File: config.mk
export PLATFORM = sky130hd
export DESIGN_NAME = fb_scanout
export DESIGN_NICKNAME = d
export VERILOG_FILES = /design/src/rtl/gpu_pkg.sv /design/src/rtl/vga_timing.sv /design/src/rtl/fb_scanout.sv
export SDC_FILE = /design/constraint.sdc
export NUM_CORES = 1
export LEC_CHECK = 0
export ABC_AREA = 1
export ABC_CLOCK_PERIOD_IN_PS = 2740
export BUFFER_PORTS_ARGS = -buffer_cell sky130_fd_sc_hd__buf_4
export CAP_MARGIN = 20
export CELL_PAD_IN_SITES_DETAIL_PLACEMENT = 0
export CELL_PAD_IN_SITES_GLOBAL_PLACEMENT = 1
export CORE_ASPECT_RATIO = 0.5
export CORE_MARGIN = 8
export CORE_UTILIZATION = 32
export DETAILED_ROUTE_END_ITERATION = 8
export GPL_TIMING_DRIVEN = 0
export HOLD_SLACK_MARGIN = 0.03
export PLACE_DENSITY = 0.65
export SLEW_MARGIN = 20
export SYNTH_ARGS = -nofsm -noshare
export SYNTH_HDL_FRONTEND = slang
export SYNTH_HIERARCHICAL = 1
export SYNTH_SLANG_ARGS = --single-unit
export TNS_END_PERCENT = 30
File: constraint.sdc
create_clock -name clk -period 2.74 [get_ports clk]
set_clock_uncertainty 0.15 [all_clocks]
set_input_delay 0.411 -clock clk [delete_from_list [all_inputs] [get_ports clk]]
set_output_delay 0.411 -clock clk [all_outputs]
set_load 0.01 [all_outputs]
File: src/rtl/gpu_pkg.sv
// Shared GPU definitions: pixel formats, RGB triplet type, colour expansion and
// an elaboration-time ceil(log2) helper.
package gpu_pkg;

    typedef enum logic {
        FMT_RGB565 = 1'b0,
        FMT_RGB332 = 1'b1
    } fmt_t;

    typedef struct packed {
        logic [7:0] r;
        logic [7:0] g;
        logic [7:0] b;
    } rgb_t;

    function automatic int clog2(input int value);
        int result = 0;
        while ((1 << result) < value) result++;
        return result;
    endfunction

    // Replicating the top bits maps full-scale codes to 0xFF and zero to 0x00.
    function automatic rgb_t expand565(input logic [15:0] px);
        rgb_t c;
        c.r = {px[15:11], px[15:13]};
        c.g = {px[10:5], px[10:9]};
        c.b = {px[4:0], px[4:2]};
        return c;
    endfunction

    function automatic rgb_t expand332(input logic [7:0] px);
        rgb_t c;
        c.r = {px[7:5], px[7:5], px[7:6]};
        c.g = {px[4:2], px[4:2], px[4:3]};
        c.b = {4{px[1:0]}};
        return c;
    endfunction

endpackage

File: src/rtl/vga_timing.sv
// VGA raster counters advancing on the pixel clock-enable, with combinational
// active/sync decode of the current position and line/frame wrap flags.
module vga_timing
    import gpu_pkg::*;
#(
    parameter int H_ACTIVE = 640,
    parameter int H_FP     = 16,
    parameter int H_SYNC   = 96,
    parameter int H_BP     = 48,
    parameter int V_ACTIVE = 480,
    parameter int V_FP     = 10,
    parameter int V_SYNC   = 2,
    parameter int V_BP     = 33,
    parameter bit SYNC_POL = 1'b0,
    localparam int H_TOTAL = H_ACTIVE + H_FP + H_SYNC + H_BP,
    localparam int V_TOTAL = V_ACTIVE + V_FP + V_SYNC + V_BP,
    localparam int H_W     = clog2(H_TOTAL),
    localparam int V_W     = clog2(V_TOTAL)
) (
    input  logic           clk,
    input  logic           rst_n,
    input  logic           pix_ce,
    output logic [H_W-1:0] x,
    output logic [V_W-1:0] y,
    output logic           active,
    output logic           hs,
    output logic           vs,
    output logic           line_end,
    output logic           frame_wrap
);

    localparam int HS_START = H_ACTIVE + H_FP;
    localparam int VS_START = V_ACTIVE + V_FP;

    logic in_hs;
    logic in_vs;
    logic last_line;

    assign line_end   = (int'(x) == H_TOTAL - 1);
    assign last_line  = (int'(y) == V_TOTAL - 1);
    assign frame_wrap = pix_ce && line_end && last_line;

    assign active = (int'(x) < H_ACTIVE) && (int'(y) < V_ACTIVE);
    assign in_hs  = (int'(x) >= HS_START) && (int'(x) < HS_START + H_SYNC);
    assign in_vs  = (int'(y) >= VS_START) && (int'(y) < VS_START + V_SYNC);
    assign hs     = in_hs ? SYNC_POL : !SYNC_POL;
    assign vs     = in_vs ? SYNC_POL : !SYNC_POL;

    // NOTE: state registers use non-blocking assignments so every flop samples
    // the pre-edge value of its neighbours, independent of process ordering.
    always_ff @(posedge clk or negedge rst_n) begin
        if (!rst_n) begin
            x <= '0;
            y <= '0;
        end else if (pix_ce) begin
            if (line_end) begin
                x <= '0;
                y <= last_line ? '0 : y + V_W'(1);
            end else begin
                x <= x + H_W'(1);
            end
        end
    end

endmodule

File: src/rtl/fb_scanout.sv
// Framebuffer scan-out: shadowed base/format, scaled address generation, a
// three-stage pix_ce pipeline to the DAC pins, and RGB565/RGB332 expansion.
module fb_scanout
    import gpu_pkg::*;
#(
    parameter int H_ACTIVE = 640,
    parameter int H_FP     = 16,
    parameter int H_SYNC   = 96,
    parameter int H_BP     = 48,
    parameter int V_ACTIVE = 480,
    parameter int V_FP     = 10,
    parameter int V_SYNC   = 2,
    parameter int V_BP     = 33,
    parameter int SCALE    = 2,
    parameter int ADDR_W   = 17,
    parameter bit SYNC_POL = 1'b0
) (
    input  logic              clk,
    input  logic              rst_n,
    input  logic              pix_ce,
    input  logic              enable,
    input  logic [ADDR_W-1:0] fb_base,
    input  logic              bpp8,
    output logic [ADDR_W-1:0] vram_addr,
    output logic              vram_rd,
    input  logic [15:0]       vram_data,
    output logic [7:0]        vga_r,
    output logic [7:0]        vga_g,
    output logic [7:0]        vga_b,
    output logic              vga_hs,
    output logic              vga_vs,
    output logic              vga_de,
    output logic              frame_start
);

    localparam int H_TOTAL = H_ACTIVE + H_FP + H_SYNC + H_BP;
    localparam int V_TOTAL = V_ACTIVE + V_FP + V_SYNC + V_BP;
    localparam int H_W     = clog2(H_TOTAL);
    localparam int V_W     = clog2(V_TOTAL);
    localparam int SHIFT   = clog2(SCALE);
    localparam int FB_W    = H_ACTIVE / SCALE;

    typedef struct packed {
        logic valid;
        logic de;
        logic hs;
        logic vs;
        logic sel;
        fmt_t fmt;
    } pipe_t;

    localparam pipe_t PIPE_RST = '{valid: 1'b0, de: 1'b0, hs: !SYNC_POL,
                                   vs: !SYNC_POL, sel: 1'b0, fmt: FMT_RGB565};

    logic [H_W-1:0]    x;
    logic [V_W-1:0]    y;
    logic              active;
    logic              hs;
    logic              vs;
    logic              line_end;
    logic              frame_wrap;

    logic [ADDR_W-1:0] base_q;
    fmt_t              fmt_q;
    logic [ADDR_W-1:0] row_idx;
    logic [ADDR_W-1:0] pix;
    logic [ADDR_W-1:0] word_off;
    logic              row_done;

    pipe_t             s1;
    pipe_t             s2;
    logic [15:0]       data2;
    rgb_t              pix_rgb;

    vga_timing #(
        .H_ACTIVE (H_ACTIVE),
        .H_FP     (H_FP),
        .H_SYNC   (H_SYNC),
        .H_BP     (H_BP),
        .V_ACTIVE (V_ACTIVE),
        .V_FP     (V_FP),
        .V_SYNC   (V_SYNC),
        .V_BP     (V_BP),
        .SYNC_POL (SYNC_POL)
    ) u_timing (
        .clk        (clk),
        .rst_n      (rst_n),
        .pix_ce     (pix_ce),
        .x          (x),
        .y          (y),
        .active     (active),
        .hs         (hs),
        .vs         (vs),
        .line_end   (line_end),
        .frame_wrap (frame_wrap)
    );

    // Framebuffer rows advance once every SCALE screen lines; the stride is an
    // accumulated add, so no multiplier sits on the address path.
    assign row_done = ((int'(y) + 1) % SCALE) == 0;
    assign pix      = row_idx + ADDR_W'(x >> SHIFT);
    assign word_off = (fmt_q == FMT_RGB332) ? (pix >> 1) : pix;

    always_ff @(posedge clk or negedge rst_n) begin
        if (!rst_n) begin
            base_q      <= '0;
            fmt_q       <= FMT_RGB565;
            row_idx     <= '0;
            frame_start <= 1'b0;
        end else begin
            frame_start <= frame_wrap;
            if (frame_wrap) begin
                base_q  <= fb_base;
                fmt_q   <= bpp8 ? FMT_RGB332 : FMT_RGB565;
                row_idx <= '0;
            end else if (pix_ce && line_end && int'(y) < V_ACTIVE && row_done) begin
                row_idx <= row_idx + ADDR_W'(FB_W);
            end
        end
    end

    // S1: address issue. vram_rd is refreshed every clk so it is a single-clk strobe.
    always_ff @(posedge clk or negedge rst_n) begin
        if (!rst_n) begin
            vram_addr <= '0;
            vram_rd   <= 1'b0;
            s1        <= PIPE_RST;
        end else begin
            vram_rd <= pix_ce && active && enable;
            if (pix_ce) begin
                vram_addr <= base_q + word_off;
                s1        <= '{valid: active && enable, de: active, hs: hs,
                               vs: vs, sel: pix[0], fmt: fmt_q};
            end
        end
    end

    // S2: read data has landed by the next pix_ce, since ticks are >= 2 clk apart.
    always_ff @(posedge clk or negedge rst_n) begin
        if (!rst_n) begin
            s2    <= PIPE_RST;
            data2 <= '0;
        end else if (pix_ce) begin
            s2    <= s1;
            data2 <= vram_data;
        end
    end

    // NOTE: pix_rgb gets a default before any branch, so no path leaves it
    // unassigned and no latch is inferred.
    always_comb begin
        pix_rgb = '0;
        if (s2.valid) begin
            if (s2.fmt == FMT_RGB332) pix_rgb = expand332(s2.sel ? data2[15:8] : data2[7:0]);
            else                      pix_rgb = expand565(data2);
        end
    end

    // S3: output registers; sync and DE share the colour's latency.
    always_ff @(posedge clk or negedge rst_n) begin
        if (!rst_n) begin
            vga_r  <= '0;
            vga_g  <= '0;
            vga_b  <= '0;
            vga_de <= 1'b0;
            vga_hs <= !SYNC_POL;
            vga_vs <= !SYNC_POL;
        end else if (pix_ce) begin
            vga_r  <= pix_rgb.r;
            vga_g  <= pix_rgb.g;
            vga_b  <= pix_rgb.b;
            vga_de <= s2.de;
            vga_hs <= s2.hs;
            vga_vs <= s2.vs;
        end
    end

endmodule

* Yosys cells after proc, flatten, opt, wreduce, memory -nomap -nowiden *
Index checks and enable logic that the tools add are counted.

cells by class
  bitwise operators = 1
  $lt $le $gt $ge = 6
  muxes and demuxes = 11
  shifts and indexed selects = 0
  divide/modulo/power cells = 0
  eq/ne operators = 2
  reduce and logical (&&, ||, !) cells = 13
  $mul = 0
  add/sub/neg operators = 6

operator list
  kind                     number
  $mux W17                 3
  $mux W24                 2
  $logic_not A32 Y1        1
  $add A10 B1 Y10 const B  2
  $lt A10 B10 Y1 const B   2
  $lt A10 B9 Y1 const B    2
  $mux W10                 2
  $add A17 B17 Y17         1
  $add A17 B9 Y17          1
  $add A17 B9 Y17 const B  1
  $eq A10 B10 Y1 const B   1
  $eq A10 B9 Y1 const B    1
  $ge A10 B10 Y1 const B   1
  $ge A10 B9 Y1 const B    1
  $logic_and A1 B1 Y1      10
  $mux W8                  1
  $mux W1                  3
  $reduce_and A2 Y1        1
  $reduce_bool A2 Y1       1
  $add A1 B1 Y1 const B    1
  $and A1 B1 Y1 const A    1

storage, ports and cells
  register bits after elaboration = 129
  latch bits = 0
  logic and storage cells = 66
  memory bits (writable) = 0
  bits in read-only memories = 0
  memories = 0
  output and inout bits = 46

* Longest topological paths before layout *
Gate-level depths: netlist (run 1).

  depth in word-level cells = 6
  gate-level depth with buffers = 24
  mapped depth without buffers = 24

* By module *
Netlist (run 1), hierarchy kept.

by module, submodules not included
  module      area an instance (um2)  instances  seq. area each (um2)  cells an instance
  fb_scanout  5,402.7                 1          2,534.9               696
  vga_timing  1,214.9                 1          500.5                 162

* Worst setup path after synthesis (run 1) *
Ideal clock, no wire load.

  path kind = flip-flop to flip-flop
  from = register u_timing.x[8]
  to = register vram_addr[16]
  arrival = 2.399 ns
  stages on the path, launching flop included = 25
  path slack = 0.074 ns
  setup time = 0.117 ns
  period minus slack after synthesis = 2.666 ns
  buffers on the path = 0
  cells stage by stage = dfrtp_1 -> ha_1 -> nand2_1 -> nand2_1 -> nand2_2 -> nand2_8 -> inv_2 -> nor2_2 -> nor2_1 -> a21oi_2 -> nand2_1 -> o21ai_1 -> ha_1 -> nand2_1 -> inv_1 -> nand2_1 -> nand3_1 -> nand2_1 -> nand2_1 -> inv_1 -> nand2_1 -> inv_1 -> nand2_1 -> nand3_1 -> nand2_1

between the ends
  cells in the longest elaborated chain, start to end = 3

ends and longest elaborated chain
  what                    line               RTL
  from (decl)             vga_timing.sv:23   output logic [H_W-1:0] x,
  from (signal assigned)  vga_timing.sv:60   x <= x + H_W'(1);
  $add A17 B9 Y17         fb_scanout.sv:101  assign pix = row_idx + ADDR_W'(x >> SHIFT);
  $mux W17                fb_scanout.sv:102  assign word_off = (fmt_q == FMT_RGB332) ? (pix >> 1) : pix;
  $add A17 B17 Y17        fb_scanout.sv:131  vram_addr <= base_q + word_off;
  to (signal assigned)    fb_scanout.sv:131
  to (decl)               fb_scanout.sv:24   output logic [ADDR_W-1:0] vram_addr,

No other way between the ends.
A chain may end at the register's enable or synchronous reset.

* Final worst setup path (run 1) *
Ends and elaborated chain as after synthesis.

==> results.txt, run 1 <==
Status -> complete, no violations
Reg area -> 0.003038 mm²
Main area contributors after synthesis -> dfrtp_1 43%, nand2_1 17%, o21ai_0 4.9%, inv_1 4.6%, ha_1 4.5%
Clock Tree Buf Depth -> 2
Most frequent cells in the layout -> 275 x nand2_1, 113 x dfrtp_1, 103 x buf_4
Final hold vios -> 0
Critical path class -> reg -> reg
Avg Inst Size Synth -> 7.713 µm²
Clk_lat worst skew -> 0.42 ns
Grt total ovfl -> 0
Ant diodes -> 0
Core Region -> 0.02042 mm²
Area share of fa/ha/maj cells after synthesis -> 4.840%
Post-synth top area share -> 43.49%
Crit path time final -> 2.707 ns
RSZ-0062 raised after global routing -> yes
Initial antenna violation count -> 0
Area leader, netlist -> dfrtp_1
Pwr dens -> 859.6 mW/mm²
Synth Area in Simple Gates -> 27.91%
Part of the cycle the worst path needs -> 98.78%
Die H -> 117.7 µm
Post-synth top flop -> dfrtp_1
Global-route wire length before repair -> 31510 µm
Warnings, synthesis -> 6
GRT Resource Usage Total -> 15.10%
Filler cell count -> 2067
CTS Buf Count -> 17
TritonCTS clock tree -> yes
# rows -> 37
CP Max Fanout -> 5
Final TNS setup -> 0 ns
Placer Congestion -> 0.8181
Wire per inst -> 14.77 µm
#FFs+latches synth -> 121
Finished Cell Area -> 0.008803 mm²
Layout cells sized above 1 -> 25.20%
Worst hold path type -> in -> reg
Critical Path Start Type -> register
Syn Inst Count -> 858
Die ar. -> 0.02582 mm²
Largest family of logic cells by synthesized area -> simple AND/OR/NAND/NOR gates
Max-Cap Viols -> 0
Netlist cell types -> 42
Final slew viol count -> 0
H-tree levels -> 4
Post-Synth XOR/XNOR Area -> 2.118%
EDFF count, synth -> 0
Sequential area share after synthesis -> 45.87%
Post-synthesis async set-or-reset flop share -> 100.0%
Final WL -> 18810 µm
# port buffers -> 83
Req. time, crit path -> 2.90 ns
Residual DRC count -> 0
Tightest Pin Transition -> 0.6511 ns
CP Capture Type -> register
Mapped cell area -> 0.006618 mm²
Number of global-route vias before repair -> 6073
Max_slew headroom -> 56.59%
Nets@finish -> 1050
Compound-Gate Fraction of Synth Area -> 12.08%
Largest net degree at the start of global routing -> 92
Most common cell after layout, fill and taps aside -> nand2_1
Total power -> 7567 µW
DR iter-0 viols -> 342
Worst-path clk slew -> 0.06 ns
DRT Pass-1 Iters -> 5
I/O Pins -> 84
Initial Utilization -> 32.41%
DR vias -> 5987
Root buffer cell -> clkbuf_16
Syn nets -> 921
Finish-stage setup viols -> 0
Sink Count -> 121
Core Util, Final -> 43.12%
Multi-input logic area -> 0.003437 mm²
Peak supply drop -> 0.3544 mV
Mux share of post-synthesis cell area -> 0%
CP Data Arrival Time -> 2.87 ns
DR vias/cell -> 4.703
DP Wirelength -> 13850 µm
Fmax -> 369.5 MHz
Leakage Power -> 0.004457 µW
Layout area overhead -> 33.03%
DRT antenna net count -> 0
Placed cell area -> 0.007617 mm²
Die Width -> 219.4 µm
-- final timing paths --
kind                                                 from                   endpoint  slack, ns  cells past startpoint
max in group asynchronous                           rst_n       vga_r[4]$_DFFE_PN0P_       1.40                      3
worst max register to register  u_timing/x[8]$_DFFE_PN0P_  vram_addr[16]$_DFFE_PN0P_       0.03                     22
worst min-delay path                           fb_base[7]      base_q[7]$_DFFE_PN0P_       0.05                      3
worst min register to register         vga_vs$_DFFE_PN1P_         vga_vs$_DFFE_PN1P_       0.31                      2
worst max-delay path            u_timing/x[8]$_DFFE_PN0P_  vram_addr[16]$_DFFE_PN0P_       0.03                     22
min in group asynchronous                           rst_n  u_timing/y[2]$_DFFE_PN0P_       0.29                      2
-- cell usage after synthesis (9+ instances only) --
master	instances
nand2_1	297
dfrtp_1	115
inv_1	81
o21ai_0	65
a21oi_1	52
nand3_1	45
nor2_1	38
ha_1	24
o21ai_1	19
clkbuf_1	15
nor3_1	11
buf_2	9
-- stage by stage --
step	setup WS, ns	hold slack, ns	instances
floorplan	0.07402	-0.03459	858
global placement	-0.3699	0.3030	1214
detailed placement	-0.4141	0.1399	1215
CTS	-0.01451	0.03530	1268
global route	-0.1900	0.03738	1273
finish	0.03330	0.05068	1273
-- worst max-delay path: stages (launching register included) --
cell and delay (ns):
dfrtp_1 0.41, ha_4 0.30, nand2_4 0.05, nand2_4 0.07
nand2_4 0.07, nand2_8 0.08, inv_6 0.04, nor2_4 0.12
inv_1 0.07, nand3_1 0.06, o21ai_1 0.07, ha_1 0.37
nand2_1 0.08, nand2_2 0.08, nand2_2 0.06, nand3_2 0.07
nand2_2 0.05, nand2_1 0.05, inv_1 0.04, nand2_2 0.06
nand3_1 0.09, nand3_2 0.09, nand2_1 0.05
-- metal layers --
metal / global-route usage, % / routed length [µm] / up-vias
met5: 0 / 0 / -
met4: 5.436 / 343 / 0
met3: 3.309 / 746 / 27
li1: - / - / 3021
met1: 20.50 / 9146 / 2840
met2: 23.31 / 8568 / 99
-- layout make-up --
type,instances,share of cell area [%]
well taps,273,3.880
clock buffers,21,5.344
repair buffers,111,10.08
clock inverters,11,1.649
inverters,86,3.766
plain buffers,30,1.734
multi-input cells,620,39.04
flip-flops and latches,121,34.51
-- flip-flops by register name (all words and copies together), names as in the netlist, 6 cells and up --
name	flops
base_q	17
vga_b	8
row_idx	11
u_timing/x	10
s1	6
vga_r	8
s2	6
u_timing/y	10
data2	16
vga_g	6
vram_addr	17
-- what timing repair did --
action	CTS	global route
endpoints found under the setup margin	34	32
hold buffers	9	0
pin swaps	10	26
gates resized for setup	30	57
hold endpoints to repair	38	0
setup buffers	13	5
gates cloned	0	0
-- cells by family after synthesis --
family          count (synthesis)
compound gates                151
xor+xnor                       16
fa+ha+maj                      25
buf+inv                       117
flops                         121
simple gates                  428
-- report_power, final --
group          switching (µW)  leakage (µW)  internal (µW)
Clock                     850      0.000283           1500
Sequential                273       0.00151           2080
Combinational            1630       0.00266           1240
Total                    2750       0.00446           4820
(Power assumes the default switching activity.)
==> run 2: changes to the inputs <==
--- a/config.mk
+++ b/config.mk
@@ -8,11 +8,10 @@
 export ABC_AREA = 1
 export ABC_CLOCK_PERIOD_IN_PS = 2740
 export BUFFER_PORTS_ARGS = -buffer_cell sky130_fd_sc_hd__buf_4
-export CAP_MARGIN = 20
 export CELL_PAD_IN_SITES_DETAIL_PLACEMENT = 0
 export CELL_PAD_IN_SITES_GLOBAL_PLACEMENT = 1
 export CORE_ASPECT_RATIO = 0.5
-export CORE_MARGIN = 8
+export CORE_MARGIN = 2
 export CORE_UTILIZATION = 32
 export DETAILED_ROUTE_END_ITERATION = 8
 export GPL_TIMING_DRIVEN = 0
==> run 2 against run 1 <==
Compared with the run above:
- the run now ends with negative setup slack left
- global-route usage is 2.7 points higher
- sequential share of layout area is 0.35 points higher
- cell count is essentially flat
- utilization fell by 0.44 points
- maximum frequency is 2.8% lower
- first-iteration DRC count decreased by 23%
- register-to-register slack lost 0.08 ns
- critical endpoint is now vram_addr[13]$_DFFE_PN0P_
==> results.txt, run 2 (same netlist as run 1, synthesis figures left out) <==
CP Max Fanout -> 5 (unchanged)
Core Util, Final -> 42.69% (was 43.12%)
Top flop regs -> base_q (17), vram_addr (17), data2 (16) (unchanged)
Crit path from -> u_timing/x[8]$_DFFE_PN0P_ (unchanged)
Initial Utilization -> 32.41% (unchanged)
CTS Buf Count -> 17 (unchanged)
Placed cell count -> 1215 (unchanged)
GRT Resource Usage Total -> 17.77% (was 15.10%)
Core Region -> 0.02042 mm² (unchanged)
Root buffer cell -> clkbuf_16 (unchanged)
Largest net degree at the start of global routing -> 92 (unchanged)
Sink Count -> 121 (unchanged)
Finish-stage setup viols -> 3 (was 0)
DR vias/cell -> 4.678 (was 4.703)
Ant diodes -> 0 (unchanged)
Critical path class -> reg -> reg (unchanged)
Max-Cap Viols -> 0 (unchanged)
Pwr dens -> 827.8 mW/mm² (was 859.6 mW/mm²)
Final setup margin -> -0.04363 ns (was 0.03330 ns)
Wire per inst -> 14.44 µm (was 14.77 µm)
Reg2Reg Depth -> 19 (was 22)
# port buffers -> 83 (unchanged)
Worst-path clk slew -> 0.06 ns (about the same)
H-tree levels -> 4 (unchanged)
Layout cells sized above 1 -> 24.12% (was 25.20%)
Crit path time final -> 2.784 ns (was 2.707 ns)
Req. time, crit path -> 2.91 ns (was 2.90 ns)
Placer Congestion -> 0.8385 (was 0.8181)
DRT Pass-1 Iters -> 7 (was 5)
DR vias -> 5950 (was 5987)
Die H -> 105.7 µm (was 117.7 µm)
Residual DRC count -> 0 (unchanged)
Nets@finish -> 1049 (was 1050)
Status -> finished, violations left (was complete, no violations)
Final slew viol count -> 0 (unchanged)
FF-to-FF setup slack -> -0.04 ns (was 0.03 ns)
Number of global-route vias before repair -> 5847 (was 6073)
Fin cells -> 1272 (was 1273)
Reg2reg start -> u_timing/x[8]$_DFFE_PN0P_ (unchanged)
Worst hold path type -> in -> reg (unchanged)
DP Wirelength -> 13420 µm (was 13850 µm)
CP Capture Type -> register (unchanged)
Failing checks -> negative setup slack
TritonCTS clock tree -> yes (unchanged)
Die Width -> 207.4 µm (was 219.4 µm)
Tightest Pin Transition -> 0.6788 ns (was 0.6511 ns)
Leakage Power -> 0.004431 µW (was 0.004457 µW)
CP Data Arrival Time -> 2.95 ns (was 2.87 ns)
Final WL -> 18370 µm (was 18810 µm)
# rows -> 37 (unchanged)
Most frequent cells in the layout -> 283 x nand2_1, 113 x dfrtp_1, 102 x buf_4 (was 275 x nand2_1, 113 x dfrtp_1, 103 x buf_4)
Layout area overhead -> 31.69% (was 33.03%)
Final hold vios -> 0 (unchanged)
I/O Pins -> 84 (unchanged)
Critical Path Start Type -> register (unchanged)
DRT antenna net count -> 0 (unchanged)
DR iter-0 viols -> 263 (was 342)
Reg2Reg Capture Point -> vram_addr[13]$_DFFE_PN0P_ (was vram_addr[16]$_DFFE_PN0P_)
Peak supply drop -> 0.3616 mV (was 0.3544 mV)
Fmax -> 359.2 MHz (was 369.5 MHz)
Grt total ovfl -> 0 (unchanged)
Worst setup path endpoint -> vram_addr[13]$_DFFE_PN0P_ (was vram_addr[16]$_DFFE_PN0P_)
Max_slew headroom -> 54.75% (was 56.59%)
Most common cell after layout, fill and taps aside -> nand2_1 (unchanged)
Die ar. -> 0.02192 mm² (was 0.02582 mm²)
Global-route wire length before repair -> 30780 µm (was 31510 µm)
Clk_lat worst skew -> 0.42 ns (about the same)
Part of the cycle the worst path needs -> 101.6% (was 98.78%)
Initial antenna violation count -> 0 (unchanged)
Clock Tree Buf Depth -> 2 (unchanged)
RSZ-0062 raised after global routing -> yes (unchanged)
run 2: worst min-delay path by stage:
stage | startpoint | end | depth (start not counted)
after floorplan | rst_n | base_q[0]$_DFFE_PN0P_ | 0
after global placement | s2[2]$_DFFE_PN1P_ | s2[2]$_DFFE_PN1P_ | 2
after detailed placement | rst_n | u_timing/y[3]$_DFFE_PN0P_ | 1
after CTS | vram_data[1] | data2[1]$_DFFE_PN0P_ | 3
after global routing | vram_data[1] | data2[1]$_DFFE_PN0P_ | 3
final | vram_data[1] | data2[1]$_DFFE_PN0P_ | 3
run 2: where the power goes:
| group | leakage (µW) | switching (µW) | internal [µW] |
|---|---|---|---|
| clock | 0.000259 | 829 | 1240 |
| sequential | 0.00151 | 268 | 2080 |
| combinational | 0.00266 | 1600 | 1190 |
| total | 0.00443 | 2700 | 4510 |
run 2: final cells by class:
| cell class | instances | area [µm²] |
|---|---|---|
| flip-flops and latches | 121 | 3038 |
| fillers | 2108 | 11700 |
| well taps | 273 | 341.6 |
| plain buffers | 30 | 155.1 |
| clock inverters | 7 | 42.54 |
| repair buffers | 110 | 882.1 |
| inverters | 86 | 335.3 |
| clock buffers | 25 | 495.5 |
| multi-input cells | 620 | 3425 |
run 2: per-stage QoR:
stage | setup slack, ns | hold slack (ns) | total power [µW] | setup TNS, ns | instance area [µm²]
5_1_grt | -0.1745 | 0.03291 | 7739 | -1.063 | 8715
6_report | -0.04363 | 0.04427 | 7214 | -0.05346 | 8715
3_5_place_dp | -0.4149 | 0.1343 | 4551 | -6.864 | 7617
4_1_cts | -0.01641 | 0.03036 | 6956 | -0.04429 | 8496
2_1_floorplan | 0.07402 | -0.03459 | 3797 | 0 | 6618
3_3_place_gp | -0.3525 | 0.3016 | 4530 | -6.912 | 7582
run 2: repair_timing:
| item | CTS | global route |
|---|---|---|
| pin swaps | 11 | 23 |
| buffers inserted | 11 | 5 |
| endpoints found under the hold margin | 39 | 0 |
| hold buffers | 10 | 0 |
| gates resized for setup | 35 | 49 |
| endpoints found under the setup margin | 34 | 20 |
run 2: worst max-delay path, stage by stage, from the launching register on:
cell     delay [ns]
dfrtp_1        0.41
ha_4           0.29
nand2_2        0.05
nand2_2        0.09
nand2_4        0.07
nand2_8        0.08
inv_8          0.04
o21ai_0        0.18
nand2_1        0.15
o21ai_2        0.22
ha_4           0.24
buf_4          0.14
nand2_4        0.08
nor2_2         0.04
inv_1          0.04
nor2_1         0.04
nor2_1         0.12
nand3_1        0.09
nand3_1        0.09
nand2_1        0.05
run 2: routing by layer:
layer / up-vias / GRT usage [%] / share of wire, %
li1: 3017 / - / -
met1: 2832 / 25.19 / 51
met2: 82 / 27.33 / 45
met3: 19 / 3.427 / 2.9
met4: 0 / 5.612 / 1.3
met5: - / 0 / 0
